[config.mk]
export PLATFORM = sky130hd
export DESIGN_NAME = kiwi_chan_accum
export DESIGN_NICKNAME = d
export VERILOG_FILES = /design/src/rtl/kiwi_chan_accum.sv
export SDC_FILE = /design/constraint.sdc
export NUM_CORES = 1
export LEC_CHECK = 0
export CORE_MARGIN = 5
export CORE_UTILIZATION = 54
export DETAILED_ROUTE_END_ITERATION = 7
export GPL_TIMING_DRIVEN = 0
export PLACE_DENSITY = 0.73
export SLEW_MARGIN = 40
export SYNTH_ARGS = -nofsm -noshare
export SYNTH_HDL_FRONTEND = slang
export SYNTH_SLANG_ARGS = --single-unit
[constraint.sdc]
create_clock -name clk -period 7.3 [get_ports clk]
set_input_delay 1.46 -clock clk [delete_from_list [all_inputs] [get_ports clk]]
set_output_delay 1.46 -clock clk [all_outputs]
set_load 0.05 [all_outputs]
[src/rtl/kiwi_chan_accum.sv]
// kiwi_chan_accum -- multi-channel streaming accumulator.
//
// Tagged input beats are summed into per-channel accumulators. A burst closes
// on in_last or when MAX_BEATS beats have been taken on a channel. Each closed
// burst is emitted as one result through a single valid/ready output register.
// A flush sweep walks every channel once and drains any partial sums, which
// lets the producer end a run cleanly.
//
// Ports:
//   clk        rising-edge clock
//   reset      asynchronous reset, active low
//   in_valid / in_ready / in_chan / in_data / in_last   beat input
//   flush_req  start a drain of all non-empty channels
//   flush_done one-cycle pulse when the sweep completes
//   out_valid / out_ready / out_chan / out_sum / out_count / out_sat  result
//   err_chan   sticky; an out-of-range channel tag was accepted
//
// Optional build macro: KIWI_ACC_SAT_EN
//   defined   -> sums clamp at 2^ACC_W-1 and the result reports out_sat=1
//   undefined -> sums wrap modulo 2^ACC_W and out_sat is tied low
module kiwi_chan_accum #(
  parameter  int DATA_W    = 16,
  parameter  int ACC_W     = 24,
  parameter  int CHANNELS  = 4,
  parameter  int MAX_BEATS = 16,
  localparam int CH_W      = (CHANNELS > 1) ? $clog2(CHANNELS) : 1,
  localparam int CNT_W     = $clog2(MAX_BEATS + 1)
) (
  input  logic              clk,
  input  logic              reset,
  input  logic              in_valid,
  output logic              in_ready,
  input  logic [CH_W-1:0]   in_chan,
  input  logic [DATA_W-1:0] in_data,
  input  logic              in_last,
  input  logic              flush_req,
  output logic              flush_done,
  output logic              out_valid,
  input  logic              out_ready,
  output logic [CH_W-1:0]   out_chan,
  output logic [ACC_W-1:0]  out_sum,
  output logic [CNT_W-1:0]  out_count,
  output logic              out_sat,
  output logic              err_chan
);

  localparam logic [CH_W:0]    CH_LIM   = (CH_W+1)'(CHANNELS);
  localparam logic [CH_W-1:0]  LAST_IDX = CH_W'(CHANNELS - 1);
  localparam logic [CNT_W-1:0] MAXB     = CNT_W'(MAX_BEATS);

  typedef enum logic {S_RUN = 1'b0, S_FLUSH = 1'b1} state_t;

  state_t                           r_state, w_state_nxt;
  logic [CHANNELS-1:0][ACC_W-1:0]   r_acc;
  logic [CHANNELS-1:0][CNT_W-1:0]   r_cnt;
  logic [CH_W-1:0]                  r_fidx;
  logic                             r_flush_done;
  logic                             r_err;
  logic                             r_out_valid;
  logic [CH_W-1:0]                  r_out_chan;
  logic [ACC_W-1:0]                 r_out_sum;
  logic [CNT_W-1:0]                 r_out_cnt;

  logic                             w_slot_free, w_flush_step;
  logic                             w_chan_ok, w_beat, w_close, w_emit_beat;
  logic [CH_W-1:0]                  w_ci;
  logic [ACC_W-1:0]                 w_acc_sel, w_nsum, w_facc;
  logic [CNT_W-1:0]                 w_cnt_sel, w_ncnt, w_fcnt;
  logic                             w_flush_emit;

  // ---------------- FSM: state register ----------------
  always_ff @(posedge clk or negedge reset) begin
    if (!reset) r_state <= S_RUN;
    else        r_state <= w_state_nxt;
  end

  // ---------------- FSM: next state ----------------
  always_comb begin
    w_state_nxt = r_state;
    case (r_state)
      S_RUN:   if (flush_req) w_state_nxt = S_FLUSH;
      S_FLUSH: if (w_slot_free && r_fidx == LAST_IDX) w_state_nxt = S_RUN;
      default: w_state_nxt = S_RUN;
    endcase
  end

  // ---------------- FSM: outputs ----------------
  assign w_slot_free = !r_out_valid || out_ready;
  always_comb begin
    in_ready     = (r_state == S_RUN) && w_slot_free;
    // The sweep index only advances when a result could be loaded, so an
    // empty channel also waits out backpressure; this keeps the cost simple.
    w_flush_step = (r_state == S_FLUSH) && w_slot_free;
  end

  // ---------------- beat datapath ----------------
  assign w_chan_ok = ({1'b0, in_chan} < CH_LIM);
  // Out-of-range tags never touch state, but the read mux still needs a
  // legal index.
  assign w_ci      = w_chan_ok ? in_chan : '0;
  assign w_acc_sel = r_acc[w_ci];
  assign w_cnt_sel = r_cnt[w_ci];
  assign w_ncnt    = w_cnt_sel + CNT_W'(1);

`ifdef KIWI_ACC_SAT_EN
  logic [CHANNELS-1:0] r_sat;
  logic                r_out_sat;
  logic [ACC_W:0]      w_sum_ext;
  logic                w_nsat;
  assign w_sum_ext = {1'b0, w_acc_sel} + {1'b0, ACC_W'(in_data)};
  // Once a channel has clamped it stays clamped until the burst closes.
  assign w_nsat    = r_sat[w_ci] | w_sum_ext[ACC_W];
  assign w_nsum    = w_nsat ? {ACC_W{1'b1}} : w_sum_ext[ACC_W-1:0];
  assign out_sat   = r_out_sat;
`else
  assign w_nsum    = w_acc_sel + ACC_W'(in_data);
  assign out_sat   = 1'b0;
`endif

  assign w_beat       = in_valid && in_ready && w_chan_ok;
  assign w_close      = in_last || (w_ncnt == MAXB);
  assign w_emit_beat  = w_beat && w_close;

  assign w_facc       = r_acc[r_fidx];
  assign w_fcnt       = r_cnt[r_fidx];
  assign w_flush_emit = w_flush_step && (w_fcnt != '0);

  // ---------------- per-channel accumulators ----------------
  // Beats and flush emits never coincide: in_ready is low during FLUSH.
  always_ff @(posedge clk or negedge reset) begin
    if (!reset) begin
      r_acc <= '0;
      r_cnt <= '0;
`ifdef KIWI_ACC_SAT_EN
      r_sat <= '0;
`endif
    end else begin
      for (int i = 0; i < CHANNELS; i++) begin
        if (w_beat && w_ci == CH_W'(i)) begin
          if (w_close) begin
            r_acc[i] <= '0;
            r_cnt[i] <= '0;
`ifdef KIWI_ACC_SAT_EN
            r_sat[i] <= 1'b0;
`endif
          end else begin
            r_acc[i] <= w_nsum;
            r_cnt[i] <= w_ncnt;
`ifdef KIWI_ACC_SAT_EN
            r_sat[i] <= w_nsat;
`endif
          end
        end else if (w_flush_emit && r_fidx == CH_W'(i)) begin
          r_acc[i] <= '0;
          r_cnt[i] <= '0;
`ifdef KIWI_ACC_SAT_EN
          r_sat[i] <= 1'b0;
`endif
        end
      end
    end
  end

  // ---------------- flush sweep, error flag ----------------
  always_ff @(posedge clk or negedge reset) begin
    if (!reset) begin
      r_fidx       <= '0;
      r_flush_done <= 1'b0;
      r_err        <= 1'b0;
    end else begin
      r_flush_done <= w_flush_step && (r_fidx == LAST_IDX);
      if (w_flush_step)
        r_fidx <= (r_fidx == LAST_IDX) ? '0 : r_fidx + CH_W'(1);
      if (in_valid && in_ready && !w_chan_ok)
        r_err <= 1'b1;
    end
  end

  // ---------------- output register ----------------
  // Loading is gated by slot_free, so a consumed result is replaced in the
  // same cycle and back-to-back results carry no bubble.
  always_ff @(posedge clk or negedge reset) begin
    if (!reset) begin
      r_out_valid <= 1'b0;
      r_out_chan  <= '0;
      r_out_sum   <= '0;
      r_out_cnt   <= '0;
`ifdef KIWI_ACC_SAT_EN
      r_out_sat   <= 1'b0;
`endif
    end else if (w_slot_free) begin
      if (w_emit_beat) begin
        r_out_valid <= 1'b1;
        r_out_chan  <= w_ci;
        r_out_sum   <= w_nsum;
        r_out_cnt   <= w_ncnt;
`ifdef KIWI_ACC_SAT_EN
        r_out_sat   <= w_nsat;
`endif
      end else if (w_flush_emit) begin
        r_out_valid <= 1'b1;
        r_out_chan  <= r_fidx;
        r_out_sum   <= w_facc;
        r_out_cnt   <= w_fcnt;
`ifdef KIWI_ACC_SAT_EN
        r_out_sat   <= r_sat[r_fidx];
`endif
      end else begin
        r_out_valid <= 1'b0;
      end
    end
  end

  assign flush_done = r_flush_done;
  assign err_chan   = r_err;
  assign out_valid  = r_out_valid;
  assign out_chan   = r_out_chan;
  assign out_sum    = r_out_sum;
  assign out_count  = r_out_cnt;

endmodule

==> results.md <==
* Ports at 60
* GR Util met1 at a little over a third
* Hold Buf Count CTS at 0
* CP max stage cell: o311ai_0
* Critical Path Start Type: input pin
* Drt first pass iters at 5
* EDFF count, synth at 0
* Cell Chain, Critical Path: clkdlybuf4s50_1 -> clkbuf_1 -> clkbuf_1 -> buf_1 -> mux4_2 -> ha_1 -> o211ai_1 -> o21ai_0 -> nand3_1 -> o311ai_0 -> o2111ai_1 -> xor2_1 -> o21ai_0
* CP Capture Type: register
* Sink Count at 152
* Status: complete, no violations
* Most common cell after layout, fill and taps aside: dfrtp_1
* Clock root buffer: clkbuf_16
* Avg Inst Size Synth at between 10 and 15 um2
* Largest net degree at the start of global routing at 79
* Clock-pin transition on the worst setup and hold timing paths at 60 ps
* N_diodes at 0
* M3 GR Usage at 6.86%
* Max-slew violations at 0
* TritonCTS clock tree: built
* Cell count after synthesis at 720
* DRC Markers at 0
* Setup TNS at 0 ps
* Tot GR Track Use at 28.2%
* Die height at about 130 um
* Fillers at between 1000 and 1500
* Die area at around 0.018 mm2
* Final period util at 89.2%
* DR iter-0 viols at 698
* Worst clock skew at 6.72 ps
* Peak supply drop at 0.000268 V
* Crit Path Max Fanout at 10
* Prevailing post-synth register cell: dfrtp_1
* Leakage at about 4.2 nW
* Syn-to-layout area delta at 18.0%
* Post-CTS Resized at 0
* First-pass GRT wire length at slightly below 40 mm
* Pwr/cell area at 394 mW/mm2
* MaxCap Viol Count at 0
* Register bit count reported by yosys at roughly 150
* Core area at approximately 0.015 mm2
* CP required at 7570 ps
* Worst slew pin tran at 850 ps
* Worst Hold Class: register to register
* Power, Total at 0.00385 W
* GR peak layer: met2
* M2 GR Usage at ~46%
* Shortest period the worst path allows at 6510 ps
* Final setup viols at 0
* Vias per Instance at 6.68
* Clk_lat worst skew at 430 ps
* Avg WL per Cell at 24.2 um
* CP top delay family: buffers and inverters
* Crit Path Class: input pin to register
* Most frequent cells in the layout: dfrtp_1, nand2_1, o21ai_0, a22o_1, mux4_2
* Fin. Hold Viols at 0
* CP Buf/Inv Count at 4
* Post-route ant nets at 0
* Post-synthesis async set-or-reset flop share at 100%
* Number of global-route vias before repair at 6924
* Slowest stage delay, CP at around 750 ps
* Register area share after synthesis at 46.0%
* Synth Warn # at 0
* Initial core utilization at between 50 and 60%
* HPWL after detailed placement at 16.4 mm
* Arr. time, crit path at 6780 ps
* Post-CTS Setup Bufs at 0
* Longest Clk Path Bufs at 2
* Slew headroom at between 40 and 50%
* Post-synthesis cell area at 0.00827 mm2
* Routed vias at 6683
* Congestion Overflow GR at 0
* Die span in x at 134 um
* Fin nets at 847
* I/O Buffers at 57
* Placer congestion estimate at 0.918
* Unrepaired setup endpoints after global routing: no
* Pre-CTS setup slack at 485 ps
* Row cnt at 45
* Final WS setup at 786 ps
* Initial antenna violation count at 0
* CTS Buf Count at 17
* Layout cells sized above 1 at about 16%
* Maximum clock rate at 154 MHz
* Detailed Route WL at between 20 and 25 mm
* Synth unique cells at 48
* H-Tree Depth at 4
==> sequential cells by signal, summed over array words and instances, names as in the netlist <==
register    cells
out_count       5
out_chan        2
out_sum        24
r_acc          96
flush_done      1
r_fidx          2
r_state         1
r_cnt          20
out_valid       1
==> worst paths after layout <==
| path | start | to | slack, ps | cells after the start |
|---|---|---|---|---|
| min in group asynchronous | reset | out_sum[10] | 990 | 1 |
| max in group asynchronous | reset | r_cnt[14] | 5540 | 2 |
| max reg2reg | r_acc[74] | r_acc[45] | 3630 | 9 |
| min reg2reg | r_cnt[10] | r_cnt[10] | 510 | 2 |
| min | r_cnt[10] | r_cnt[10] | 510 | 2 |
| max | in_chan[1] | r_acc[45] | 790 | 13 |
==> synth_stat cells, types with 6 or more instances <==
| cell | count | share of area [%] |
|---|---|---|
| buf_1 | 6 | 0.27 |
| buf_2 | 13 | 0.79 |
| o21ai_0 | 82 | 5.0 |
| clkbuf_1 | 24 | 1.1 |
| nand3_1 | 11 | 0.67 |
| buf_4 | 7 | 0.64 |
| xnor2_1 | 11 | 1.2 |
| nor2_1 | 15 | 0.68 |
| a22o_1 | 60 | 6.4 |
| mux4_2 | 58 | 16 |
| mux2i_1 | 17 | 2.1 |
| a21oi_1 | 32 | 1.9 |
| and2_1 | 21 | 1.6 |
| a21o_1 | 10 | 0.91 |
| ha_1 | 21 | 3.2 |
| xor2_1 | 14 | 1.5 |
| nand2_1 | 94 | 4.3 |
| a211oi_1 | 14 | 1.3 |
| dfrtp_1 | 152 | 46 |
==> through the flow <==
step	instance area (um2)	hold slack, ps	util (%)	cells
finish	9760	506	64.7	1001
global route	9760	527	64.7	1001
CTS	9760	504	64.7	1001
detailed placement	9160	491	60.7	970
global placement	9080	475	60.2	966
floorplan	8280	460	-	721
==> metal layers <==
layer | wire (um) | part of all wire [%]
met5 | 0 | 0
met4 | 748 | 3.1
met3 | 1770 | 7.3
met2 | 12100 | 50
met1 | 9650 | 40
==> worst register-to-register path, cell delays in order (launching register included) <==
cell	delay, ps
dfrtp_1	400
mux4_2	470
ha_1	380
o211ai_1	140
o21ai_0	320
nand3_1	190
o311ai_0	750
o2111ai_1	320
xor2_1	380
o21ai_0	160
==> cells by family after synthesis <==
kind of cell	synth area share (%)
other	0.0453
AOI/OAI and AO/OA	17.2
and+or+nand+nor	9.28
adders and majority gates	3.42
DFF	46.0
muxes	18.0
buffers and inverters	3.48
xor gates and xnor gates	2.65
==> layout make-up <==
cell class,count,area [um2],share of cell area [%]
Buffer,54,273,2.79
Clock buffer,25,515,5.28
Clock inverter,6,87.6,0.897
Inverter,5,18.8,0.192
Multi-Input combinational cell,510,4200,43.0
Sequential cell,152,3800,39.0
Tap cell,188,235,2.41
Timing Repair Buffer,61,626,6.41
==> power breakdown <==
| part | internal, W | total, W | switching, W | leakage [nW] |
|---|---|---|---|---|
| clock | 0.000556 | 0.000901 | 0.000345 | 0.299 |
| combinational | 0.000686 | 0.00173 | 0.00105 | 1.90 |
| sequential | 0.00105 | 0.00122 | 0.000162 | 2.05 |
(Power assumes the default switching activity.)
